===== src/rtl/pi_loop_scheduler.sv =====
// pi_loop_scheduler: periodic tick, sign-magnitude error, PI handshake under watchdog, clamped actuator command
module pi_loop_scheduler #(
    parameter int WIDTH   = 16,
    parameter int FBITS   = 7,
    parameter int PERIOD  = 50000,
    parameter int TIMEOUT = 64
) (
    input  logic             clk_i,
    input  logic             nReset_i,
    input  logic             run_i,
    input  logic             clear_i,
    input  logic [WIDTH-1:0] setpoint_i,
    input  logic [WIDTH-1:0] feedback_i,
    input  logic [WIDTH-2:0] out_lim_i,
    output logic             pi_enable_o,
    output logic [WIDTH-1:0] pi_delta_o,
    input  logic [WIDTH-1:0] pi_i,
    input  logic             pi_finish_i,
    output logic [WIDTH-1:0] ctrl_o,
    output logic             ctrl_valid_o,
    output logic             busy_o,
    output logic             overrun_o,
    output logic             timeout_o
);
    localparam int CW = $clog2(PERIOD);
    localparam int WW = $clog2(TIMEOUT + 1);
    localparam logic [2:0] IDLE = 3'd0, SAMPLE = 3'd1, FIRE = 3'd2, WAIT = 3'd3, LIMIT = 3'd4;

    if (FBITS >= WIDTH || PERIOD < 8 || TIMEOUT < 2) begin : g_bad_params
        $error("pi_loop_scheduler: illegal parameter combination");
    end

    logic [2:0]              state, next;
    logic [CW-1:0]           cnt;
    logic [WW-1:0]           wd;
    logic                    fin_q;
    logic [WIDTH-1:0]        pi_q;
    logic                    tick, fin_edge, wd_exp;
    logic signed [WIDTH:0]   sp_tc, fb_tc, diff;
    logic [WIDTH:0]          diff_mag;
    logic [WIDTH-2:0]        d_mag, c_mag;
    logic [WIDTH-1:0]        delta, clamped;

    always_comb begin
        tick     = run_i && cnt == CW'(PERIOD - 1);
        fin_edge = pi_finish_i && !fin_q;
        wd_exp   = wd == WW'(TIMEOUT - 1);
        // -0 maps to 0 naturally because the negated magnitude is zero
        sp_tc    = setpoint_i[WIDTH-1] ? -$signed({2'b00, setpoint_i[WIDTH-2:0]}) : $signed({2'b00, setpoint_i[WIDTH-2:0]});
        fb_tc    = feedback_i[WIDTH-1] ? -$signed({2'b00, feedback_i[WIDTH-2:0]}) : $signed({2'b00, feedback_i[WIDTH-2:0]});
        diff     = sp_tc - fb_tc;
        diff_mag = $unsigned(diff[WIDTH] ? -diff : diff);
        d_mag    = |diff_mag[WIDTH:WIDTH-1] ? '1 : diff_mag[WIDTH-2:0];
        delta    = {diff[WIDTH] && d_mag != '0, d_mag};
        c_mag    = pi_q[WIDTH-2:0] > out_lim_i ? out_lim_i : pi_q[WIDTH-2:0];
        clamped  = {pi_q[WIDTH-1] && c_mag != '0, c_mag};
        next     = state == IDLE   ? (tick ? SAMPLE : IDLE) :
                   state == SAMPLE ? FIRE :
                   state == FIRE   ? WAIT :
                   state == WAIT   ? (fin_edge ? LIMIT : wd_exp ? IDLE : WAIT) : IDLE;
    end

    always_ff @(posedge clk_i or negedge nReset_i) begin
        if (!nReset_i) begin
            state        <= IDLE;
            cnt          <= '0;
            wd           <= '0;
            fin_q        <= 1'b0;
            pi_q         <= '0;
            pi_enable_o  <= 1'b0;
            pi_delta_o   <= '0;
            ctrl_o       <= '0;
            ctrl_valid_o <= 1'b0;
            busy_o       <= 1'b0;
            overrun_o    <= 1'b0;
            timeout_o    <= 1'b0;
        end else begin
            state        <= next;
            cnt          <= (tick || !run_i) ? '0 : cnt + 1'b1;
            fin_q        <= pi_finish_i;
            pi_enable_o  <= state == SAMPLE;
            ctrl_valid_o <= state == LIMIT;
            // busy follows the registered outputs: on from T+1, off once the strobe/timeout cycle is past
            busy_o       <= tick || state != IDLE;
            overrun_o    <= (tick && state != IDLE) || (overrun_o && !clear_i);
            timeout_o    <= (state == WAIT && !fin_edge && wd_exp) || (timeout_o && !clear_i);
            if (state == SAMPLE) pi_delta_o <= delta;
            if (state == FIRE) wd <= '0;
            else if (state == WAIT) wd <= wd + 1'b1;
            if (state == WAIT && fin_edge) pi_q <= pi_i;
            if (state == LIMIT) ctrl_o <= clamped;
        end
    end
endmodule


===== config.mk =====
export PLATFORM = sky130hd
export DESIGN_NAME = pi_loop_scheduler
export DESIGN_NICKNAME = d
export VERILOG_FILES = /design/src/rtl/pi_loop_scheduler.sv
export SDC_FILE = /design/constraint.sdc
export NUM_CORES = 1
export LEC_CHECK = 0
export CAP_MARGIN = 20
export CORE_ASPECT_RATIO = 1.1
export CORE_MARGIN = 2
export CORE_UTILIZATION = 34
export CTS_BUF_LIST = sky130_fd_sc_hd__clkbuf_8
export DETAILED_ROUTE_END_ITERATION = 16
export PLACE_DENSITY = 0.55
export SETUP_SLACK_MARGIN = 0.02
export SYNTH_ARGS = -nofsm -noshare
export SYNTH_HDL_FRONTEND = slang
export SYNTH_SLANG_ARGS = --single-unit

===== constraint.sdc =====
create_clock -name clk_i -period 4.2 [get_ports clk_i]
set_input_delay 0.84 -clock clk_i [delete_from_list [all_inputs] [get_ports clk_i]]
set_output_delay 0.84 -clock clk_i [all_outputs]
set_load 0.005 [all_outputs]

==> out/qor.yml, run 1 <==
logic_synthesis:
  netlist_area_um2: 5830
  yosys_register_bits: 80
  yosys.cell_types.count: 64
  average_footprint_of_a_synthesized_cell_um2: 8.79
  yosysTopAreaCellShare_pct: 34.4
  yosysTopAreaCell: "dfrtp_1"
  syn-instance-count: 663
  yosysWarningCount: 0
  ys_async_sr_fraction_pct: 100
  synthTopCellsByArea: "dfrtp_1, ha_1, nand2_1, xnor2_1, xor2_1"
  synth_fp_nets: 768
  synthFlopType: "dfrtp_1"
  synth_edf_count: 0
  synth_seq_area_share_pct: 34.4
cells_and_area:
  layout.cells.non_filler: 1127
  fin_nets: 1021
  final_cell_area_um2: 9150
  area_delta_synth_final_pct: 57.0
  fillCellCount: 1535
  mostFrequentLayoutCell: "buf_4"
  diodes: 0
  mostFrequentLayoutCells: "buf_4, clkdlybuf4s50_1, dfrtp_1"
  final_layout_size_suffix_gt1_share_pct: 33.9
critical_path:
  list_of_cells_traversed_by_the_critical_path: "buf_6, or4_4, buf_6, or4_4, buf_6, o41ai_4, xor2_1, ha_2, a21oi_2, o21ai_2, a31oi_2, o21ai_4, xor2_4, nor2_2, mux2_2, a22o_1, a22o_1, a31oi_1"
  crit_path_start_kind: "input pin"
  crit_path_leading_delay_family: "compound AO/OA/AOI/OAI gates"
  worstReg2RegStart: "pi_q[1]$_DFFE_PN0P_"
  worst_r2r_path_depth: 12
  endpoint: "pi_delta_o[15]$_DFFE_PN0P_"
  critical_path.max_stage_delay_ps: 540
  critical_path.slowest_cell: "or4_4"
  critPathBufInv: 3
  worstReg2RegEnd: "ctrl_o[15]$_DFFE_PN0P_"
  cp_data_arrival_time_ps: 4540
  crit_cells: 18
  cp-end-kind: "flip-flop"
  worst-r2r-setup-slack_ps: 1510
  worstPathRequired_ps: 4470
  critPathLaunch: "feedback_i[4]"
  timing_worst_setup_path_type: "in -> reg"
  crit_path_frequent_cell: "buf_6"
  critical_path.max_fanout: 7
floorplan:
  die_height_um: 141
  ios: 105
  die_width_um: 129
  design.core.area_um2: 16900
  die_area_um2: 18200
  placement_rows: 50
  floorplan.initialDensity_pct: 34.5
global_routing:
  globalRouteMet1Util_pct: 20.8
  first_global_vias: 5667
  antenna_found_initial: 0
  globalRouteMet3Util_pct: 1.89
  global_route.usage.total_pct: 16.9
  grt_max_degree: 81
  overflow_after_grt: 0
  grt_pass1_wl_mm: 25.7
  groute.layer.met2.usage_pct: 30.9
  gr-max-usage-layer: "met2"
sta:
  worst_pin_slew_ps: 894
  setup_repair_after_global_routing_missed_its_margin: "yes"
  worst_slew_margin_rel_pct: 40.4
  postLayoutSetupSlackWorst_ps: -73.6
  clock.fmax_ghz: 0.234
  final.period_utilization_pct: 102
  setup_viol: 1
  fin_crit_ps: 4270
  drv_slew: 0
  setup_total_negative_slack_ps: -73.6
  fin_worst_skew_ps: 16.7
  count_of_final_hold_check_violations: 0
clock_network:
  clockBufferDepth: 2
  tritoncts_num_sinks: 80
  cts_tree: "built"
  clock_latency_ps: 350
  numCtsBuffers: 9
  cts.root.buffer_cell: "clkbuf_8"
  clk_transition_reported_paths_ps: 80
  clock_tree.htree_level_count: 3
placed_design:
  globalplace.congestion: 0.874
  detailedPlacementHpwl_mm: 11.9
  dp_cells: 1085
  placed_area_um2: 8090
  portBuffers: 104
drt:
  vias_per_cell: 5.08
  ant_nets: 0
  drt_drc_violations_left: 0
  wire_per_inst_um: 14.1
  detailroute.via_count: 5727
  postRouteWirelength_mm: 15.9
  drt-pass1-iter-count: 4
  detail_route.iter0.violations: 208
power:
  vdd.ir_drop.worst_uv: 166
  static-leakage-power_uw: 0.00410
  fin_total_pwr_uw: 4420
  power_per_cell_area_nw_per_um2: 483
flow_run:
  drv.max_cap_violation_count: 0
status:
  outcome: "complete, but fails checks"
  violated_checks: "setup timing"
min_path:
  worstHoldPathType: "in -> async"
-- cells in the mapped netlist, types with 8 or more instances --
cell	instances
nand2_1	82
dfrtp_1	80
nor2_1	60
a21oi_1	42
ha_1	36
xnor2_1	34
xor2_1	31
inv_1	27
o21ai_0	25
mux2_2	18
mux2i_1	18
nand3_1	18
o21ai_1	18
clkbuf_1	16
nand4_1	13
nor4_1	12
nand2b_1	10
a21o_1	8
and3_1	8
o21a_1	8
o41ai_1	8
-- layer usage --
metal / routed length [um] / vias up
met4: 289 / 0
li1: - / 2868
met1: 6890 / 2714
met3: 538 / 26
met5: 0 / -
met2: 8200 / 119
-- repair_timing --
action / 4_1_cts / 5_1_grt
buffers inserted: 15 / 16
pin swaps: 45 / 69
endpoints found under the hold margin: 0 / 0
gates cloned: 1 / 0
hold buffers: 0 / 0
gates resized for setup: 75 / 100
setup endpoints to repair: 16 / 16
-- how the worst min path moves through the flow --
stage,startpoint,to,slack [ps],cells past startpoint
finish,nReset_i,cnt[5]$_DFF_PN0_,310,1
detailed placement,pi_delta_o[13]$_DFFE_PN0P_,pi_delta_o[13]$_DFFE_PN0P_,460,2
global placement,cnt[0]$_DFF_PN0_,cnt[0]$_DFF_PN0_,440,1
CTS,cnt[0]$_DFF_PN0_,cnt[0]$_DFF_PN0_,480,1
floorplan,cnt[0]$_DFF_PN0_,cnt[0]$_DFF_PN0_,430,1
global route,nReset_i,timeout_o$_DFF_PN0_,300,1
-- where the power goes --
part	total, uW	internal (uW)	leakage (uW)	switching [uW]
Clock	605	342	0.000106	263
Sequential	1260	1030	0.000973	223
Combinational	2560	1370	0.00302	1190
Total	4420	2750	0.00410	1670
-- final cells by class --
| type | count | area (um2) | share of cell area, % |
|---|---|---|---|
| Tap cell | 208 | 260 | 2.84 |
| Multi-Input combinational cell | 536 | 4300 | 47.0 |
| Sequential cell | 80 | 2000 | 21.9 |
| Timing Repair Buffer | 261 | 2270 | 24.8 |
| Clock inverter | 4 | 71.3 | 0.779 |
| Inverter | 28 | 105 | 1.15 |
| Clock buffer | 10 | 138 | 1.50 |
-- flip-flops by register name (all words and copies together) (netlist names), 3 cells and up --
name	cells
wd	7
cnt	16
state	3
pi_delta_o	16
ctrl_o	16
pi_q	16
-- through the flow --
step / setup WS [ps] / utilization [%] / hold WS, ps
2_1_floorplan: -158 / - / 425
3_3_place_gp: -796 / 47.9 / 441
3_5_place_dp: -875 / 47.9 / 463
4_1_cts: -207 / 51.3 / 480
5_1_grt: -230 / 54.2 / 300
6_report: -73.6 / 54.2 / 310
-- worst reg2reg max path, stage by stage (launching register included) --
cell	delay [ps]
dfrtp_1	420
ha_1	290
nor2b_1	130
o21a_1	160
o21a_1	160
o21a_1	170
o21a_1	160
o21ai_0	160
a21oi_1	100
o21ai_2	150
buf_4	220
mux2i_1	300
o22ai_1	130
-- cell families after synthesis --
family / count (synthesis) / synth area share [%]
AND/OR/NAND/NOR: 242 / 19.9
flip-flops: 80 / 34.4
AO/OA/AOI/OAI: 153 / 17.1
XOR/XNOR: 67 / 10.7
multiplexers: 37 / 6.76
adder cells (fa/ha/maj): 37 / 8.07
buffers and inverters: 47 / 3.07
No activity file was read; power rests on OpenSTA's default activity.
==> run 2, diff against run 1 <==
--- a/config.mk
+++ b/config.mk
@@ -9,7 +9,7 @@
 export CORE_ASPECT_RATIO = 1.1
 export CORE_MARGIN = 2
 export CORE_UTILIZATION = 34
-export CTS_BUF_LIST = sky130_fd_sc_hd__clkbuf_8
+export CTS_BUF_LIST = sky130_fd_sc_hd__clkbuf_4
 export DETAILED_ROUTE_END_ITERATION = 16
 export PLACE_DENSITY = 0.55
 export SETUP_SLACK_MARGIN = 0.02
==> run 2 against run 1 <==
Effect of this change: the run still ends with setup timing left; flip-flop and latch count unchanged; sequential power is essentially flat; clock skew grew 19 ps; hold slack better by 180 ps; clock-buffer cell count did not move; utilization is 0.67 points lower; critical path type unchanged; highest routed layer unchanged.
==> out/qor.yml, run 2 (synthesis results as in run 1) <==
status:
  outcome: "complete, but fails checks"  # unchanged
  violated_checks: "setup timing"  # unchanged
cells_and_area:
  final_layout_size_suffix_gt1_share_pct: 33.4  # was 33.9%
  fillCellCount: 1571  # was 1535
  mostFrequentLayoutCell: "buf_4"  # unchanged
  mostFrequentLayoutCells: "buf_4, clkdlybuf4s50_1, dfrtp_1"  # unchanged
  layout.cells.non_filler: 1118  # was 1127
  final_cell_area_um2: 9040  # was 9150 um2
  fin_nets: 1011  # was 1021
  area_delta_synth_final_pct: 55.1  # was 57.0%
clock_network:
  numCtsBuffers: 9  # unchanged
  cts.root.buffer_cell: "clkbuf_4"  # was clkbuf_8
  holdBufCountCts: 0  # unchanged
  clock_tree.htree_level_count: 3  # unchanged
  clk_transition_reported_paths_ps: 120  # was 80 ps
  clockBufferDepth: 2  # unchanged
  cts_tree: "built"  # unchanged
  clock_latency_ps: 430  # was 350 ps
  tritoncts_num_sinks: 80  # unchanged
critical_path:
  critPathLaunch: "setpoint_i[3]"  # was feedback_i[4]
  cp-end-kind: "flip-flop"  # unchanged
  cp_data_arrival_time_ps: 4570  # was 4540 ps
  worstReg2RegStart: "pi_q[1]$_DFFE_PN0P_"  # unchanged
  crit_path_start_kind: "input pin"  # unchanged
  worstPathRequired_ps: 4550  # was 4470 ps
  timing_worst_setup_path_type: "in -> reg"  # unchanged
  critical_path.max_fanout: 7  # unchanged
sta:
  drv_slew: 0  # unchanged
  fin_worst_skew_ps: 35.9  # was 16.7 ps
  final.period_utilization_pct: 101  # was 102%
  setup_repair_after_global_routing_missed_its_margin: "yes"  # unchanged
  clock.fmax_ghz: 0.237  # was 0.234 GHz
  postLayoutSetupSlackWorst_ps: -24.7  # was -73.6 ps
  setup_viol: 1  # unchanged
  worst_pin_slew_ps: 990  # was 894 ps
  fin_crit_ps: 4220  # was 4270 ps
  count_of_final_hold_check_violations: 0  # unchanged
  worst_slew_margin_rel_pct: 34.0  # was 40.4%
  setup_total_negative_slack_ps: -24.7  # was -73.6 ps
min_path:
  hold_wc_startpoint: "cnt[0]$_DFF_PN0_"
  worstHoldPathType: "reg -> reg"  # was in -> async
floorplan:
  floorplan.initialDensity_pct: 34.5  # unchanged
  ios: 105  # unchanged
  design.core.area_um2: 16900  # unchanged
  placement_rows: 50  # unchanged
  die_width_um: 129  # unchanged
  die_height_um: 141  # unchanged
  die_area_um2: 18200  # unchanged
global_routing:
  grt_max_degree: 81  # unchanged
  overflow_after_grt: 0  # unchanged
  antenna_found_initial: 1  # was 0
  grt_pass1_wl_mm: 25.7  # unchanged
  global_route.usage.total_pct: 16.9  # about the same
  first_global_vias: 5682  # was 5667
drt:
  detailroute.via_count: 5695  # was 5727
  maxUsedRoutingLayer: "met4"  # unchanged
  drt-pass1-iter-count: 4  # unchanged
  postRouteWirelength_mm: 15.9  # about the same
  wire_per_inst_um: 14.2  # was 14.1 um
  route.met3.wl_um: 508  # was 538 um
  ant_nets: 0  # unchanged
  vias_per_cell: 5.09  # was 5.08
  detail_route.iter0.violations: 246  # was 208
  drt_drc_violations_left: 0  # unchanged
  detail_route.wirelength.met1_mm: 6.88  # was 6.89 mm
  wl_met2_mm: 8.08  # was 8.20 mm
placed_design:
  placed_area_um2: 8090  # unchanged
  dpl_worst_slack_ps: -875  # unchanged
  dp_cells: 1085  # unchanged
  portBuffers: 104  # unchanged
  globalplace.congestion: 0.874  # unchanged
  detailedPlacementHpwl_mm: 11.9  # unchanged
power:
  fin_total_pwr_uw: 4320  # was 4420 uW
  vdd.ir_drop.worst_uv: 172  # was 166 uV
  static-leakage-power_uw: 0.00404  # was 0.00410 uW
  power_per_cell_area_nw_per_um2: 478  # was 483 nW/um2
flow_run:
  drv.max_cap_violation_count: 0  # unchanged
-- run 2: final timing paths --
kind                                         endpoint  slack (ps)  depth (start not counted)
min in group asynchronous            cnt[5]$_DFF_PN0_         560                          1
min                                  cnt[0]$_DFF_PN0_         490                          1
max in group asynchronous           wd[0]$_DFFE_PN0P_        2980                          1
max reg2reg                    ctrl_o[15]$_DFFE_PN0P_        1510                         12
min reg2reg                          cnt[0]$_DFF_PN0_         490                          1
max                        pi_delta_o[15]$_DFFE_PN0P_         -20                         18
-- run 2: layout make-up --
cell class	count	area [um2]	area share [%]
Multi-Input combinational cell	536	4340	48.1
Tap cell	208	260	2.88
Inverter	28	105	1.16
Clock inverter	4	71.3	0.789
Antenna cell	1	2.50	0.0277
Timing Repair Buffer	251	2180	24.1
Clock buffer	10	75.1	0.831
Sequential cell	80	2000	22.2
-- run 2: per-layer routing --
metal / vias up / track usage, %
met4: 0 / 6.06
met1: 2689 / 20.7
met3: 29 / 2.15
met2: 117 / 30.2
li1: 2860 / -
met5: - / 0
-- run 2: where the power goes --
part           switching, uW  internal (uW)
combinational           1190           1380
clock                    252            240
sequential               224           1030
-- run 2: worst max-delay path, cell delays in order --
cell,delay [ps]
buf_6,90
nor4_2,250
buf_4,170
nand2b_4,50
or4_4,570
o31ai_4,270
xnor2_1,120
ha_1,390
nand2_2,110
nor2_4,110
nand3_2,120
o21ai_4,250
xor2_4,290
nor2_2,80
mux2_2,260
a22o_1,180
a22o_1,230
a31oi_1,170
-- run 2: per-stage QoR --
stage	hold slack [ps]	util, %
6_report	487	53.5
5_1_grt	504	53.5
4_1_cts	486	50.8
3_5_place_dp	463	47.9
3_3_place_gp	441	47.9
2_1_floorplan	425	-
-- run 2: repair_timing --
item / in CTS / in global routing
gates cloned: 1 / 0
endpoints found under the setup margin: 16 / 16
resized for setup: 77 / 100
pin swaps: 24 / 57
buffers inserted: 8 / 10
==> variant, RTL diff (flow settings as in run 1) <==
Put one more register stage on the output `timeout_o`, cleared by the reset. The value now appears one clock later. The other outputs are not delayed to match.
--- a/src/rtl/pi_loop_scheduler.sv
+++ b/src/rtl/pi_loop_scheduler.sv
@@ -26,4 +26,6 @@
     localparam int WW = $clog2(TIMEOUT + 1);
     localparam logic [2:0] IDLE = 3'd0, SAMPLE = 3'd1, FIRE = 3'd2, WAIT = 3'd3, LIMIT = 3'd4;
+
+    logic timeout_s0;
 
     if (FBITS >= WIDTH || PERIOD < 8 || TIMEOUT < 2) begin : g_bad_params
@@ -74,5 +76,5 @@
             busy_o       <= 1'b0;
             overrun_o    <= 1'b0;
-            timeout_o    <= 1'b0;
+            timeout_s0   <= 1'b0;
         end else begin
             state        <= next;
@@ -84,5 +86,5 @@
             busy_o       <= tick || state != IDLE;
             overrun_o    <= (tick && state != IDLE) || (overrun_o && !clear_i);
-            timeout_o    <= (state == WAIT && !fin_edge && wd_exp) || (timeout_o && !clear_i);
+            timeout_s0   <= (state == WAIT && !fin_edge && wd_exp) || (timeout_s0 && !clear_i);
             if (state == SAMPLE) pi_delta_o <= delta;
             if (state == FIRE) wd <= '0;
@@ -92,4 +94,12 @@
         end
     end
+    always_ff @(posedge clk_i or negedge nReset_i) begin
+        if (!nReset_i) begin
+            timeout_o <= '0;
+        end else begin
+            timeout_o <= timeout_s0;
+        end
+    end
+
 endmodule
 
Function: no difference found for any inputs over 10 cycles, from zero or initial values and one cycle with nReset_i low; that may be too few to reach the edited logic, so the function may still have changed.
==> variant against run 1 <==
- the flow still finishes with violations (setup timing)
- worst setup slack got worse by 0.19 ns
- first-iteration DRC count up 35%
- non-clock buffer count fell by 17
- register-to-register slack improved by 0.04 ns
- sequential cell count is 1 higher
- synthesized cell count fell by 4.7%
- clock power rose by 2%
- fmax fell by 4.3%
- critical path depth down 2
- synthesized area decreased by 2.5%
- design area down 5.9%
- total power shrank 5.7%
- routed wire length is 0.68% lower
==> variant: results <==
set metrics [dict create \
    drive_above_1_share_pct 28.4 \
    path_delay_family "simple AND/OR/NAND/NOR gates" \
    met1_length_mm 7.28 \
    r2r_setup_slack_ns 1.55 \
    grt_max_degree 82 \
    grt_pass1_vias 5534 \
    dpl_cell_area_um2 7920 \
    setup_viol 16 \
    wl_met2_mm 7.77 \
    grt_first_pass_wirelength_mm 26.2 \
    synth.area.top_cells "dfrtp_1, ha_1, xnor2_1" \
    place_congestion 0.803 \
    r2r_end "ctrl_o[1]$_DFFE_PN0P_" \
    wl_per_cell_um 14.7 \
    wl_met3_um 521 \
    status "finished, violations left" \
    final_cells 1076 \
    synth_xor_area_share_pct 10.8 \
    fin_util_pct 52.6 \
    synthAdderAreaFrac_pct 8.28 \
    synth.net_count 737 \
    tightest_slew_ns 1.00 \
    cp-startpoint "setpoint_i[4]" \
    place_inst 1045 \
    path_clk_slew_ns 0.10 \
    path_max_fanout 3 \
    met1_usage_pct 23.1 \
    cpPeakStageDelay_ns 0.50 \
    setup_slack_ns -0.264 \
    grt_util_all_layers_pct 18.0 \
    total_leakage_power_uw 0.00380 \
    cp_slowest_cell "or4b_4" \
    worst_skew_pair.late_latency_ns 0.38 \
    drt_iter0_drc 280 \
    violations "setup timing" \
    tns_ns -3.61 \
    fillers 1505 \
    yosys-top-cells-count "dfrtp_1, nor2_1, nand2_1" \
    nets 972 \
    place_hpwl_mm 12.1 \
    dp_slack_ns -1.33 \
]
variant: area by class of cell:
class                   instances  share of cell area, %
repair buffers                244                   24.8
clock buffers                   9                   1.44
flip-flops and latches         81                   23.5
inverters                      30                   1.51
multi-input cells             501                   44.8
clock inverters                 7                  0.959
well taps                     204                   2.97
variant: what timing repair did:
item / 4_1_cts / 5_1_grt
pin swaps: 51 / 24
cloned: 1 / 0
setup buffers: 9 / 4
resized for setup: 101 / 13
endpoints found under the setup margin: 16 / 16
variant: worst min path at each step:
stage	endpoint	slack [ns]	depth (start not counted)
3_5_place_dp	timeout_o$_DFF_PN0_	0.38	0
5_1_grt	pi_delta_o[12]$_DFFE_PN0P_	0.28	1
3_3_place_gp	timeout_o$_DFF_PN0_	0.37	0
2_1_floorplan	timeout_o$_DFF_PN0_	0.35	0
4_1_cts	timeout_o$_DFF_PN0_	0.41	0
6_report	pi_delta_o[10]$_DFFE_PN0P_	0.28	1
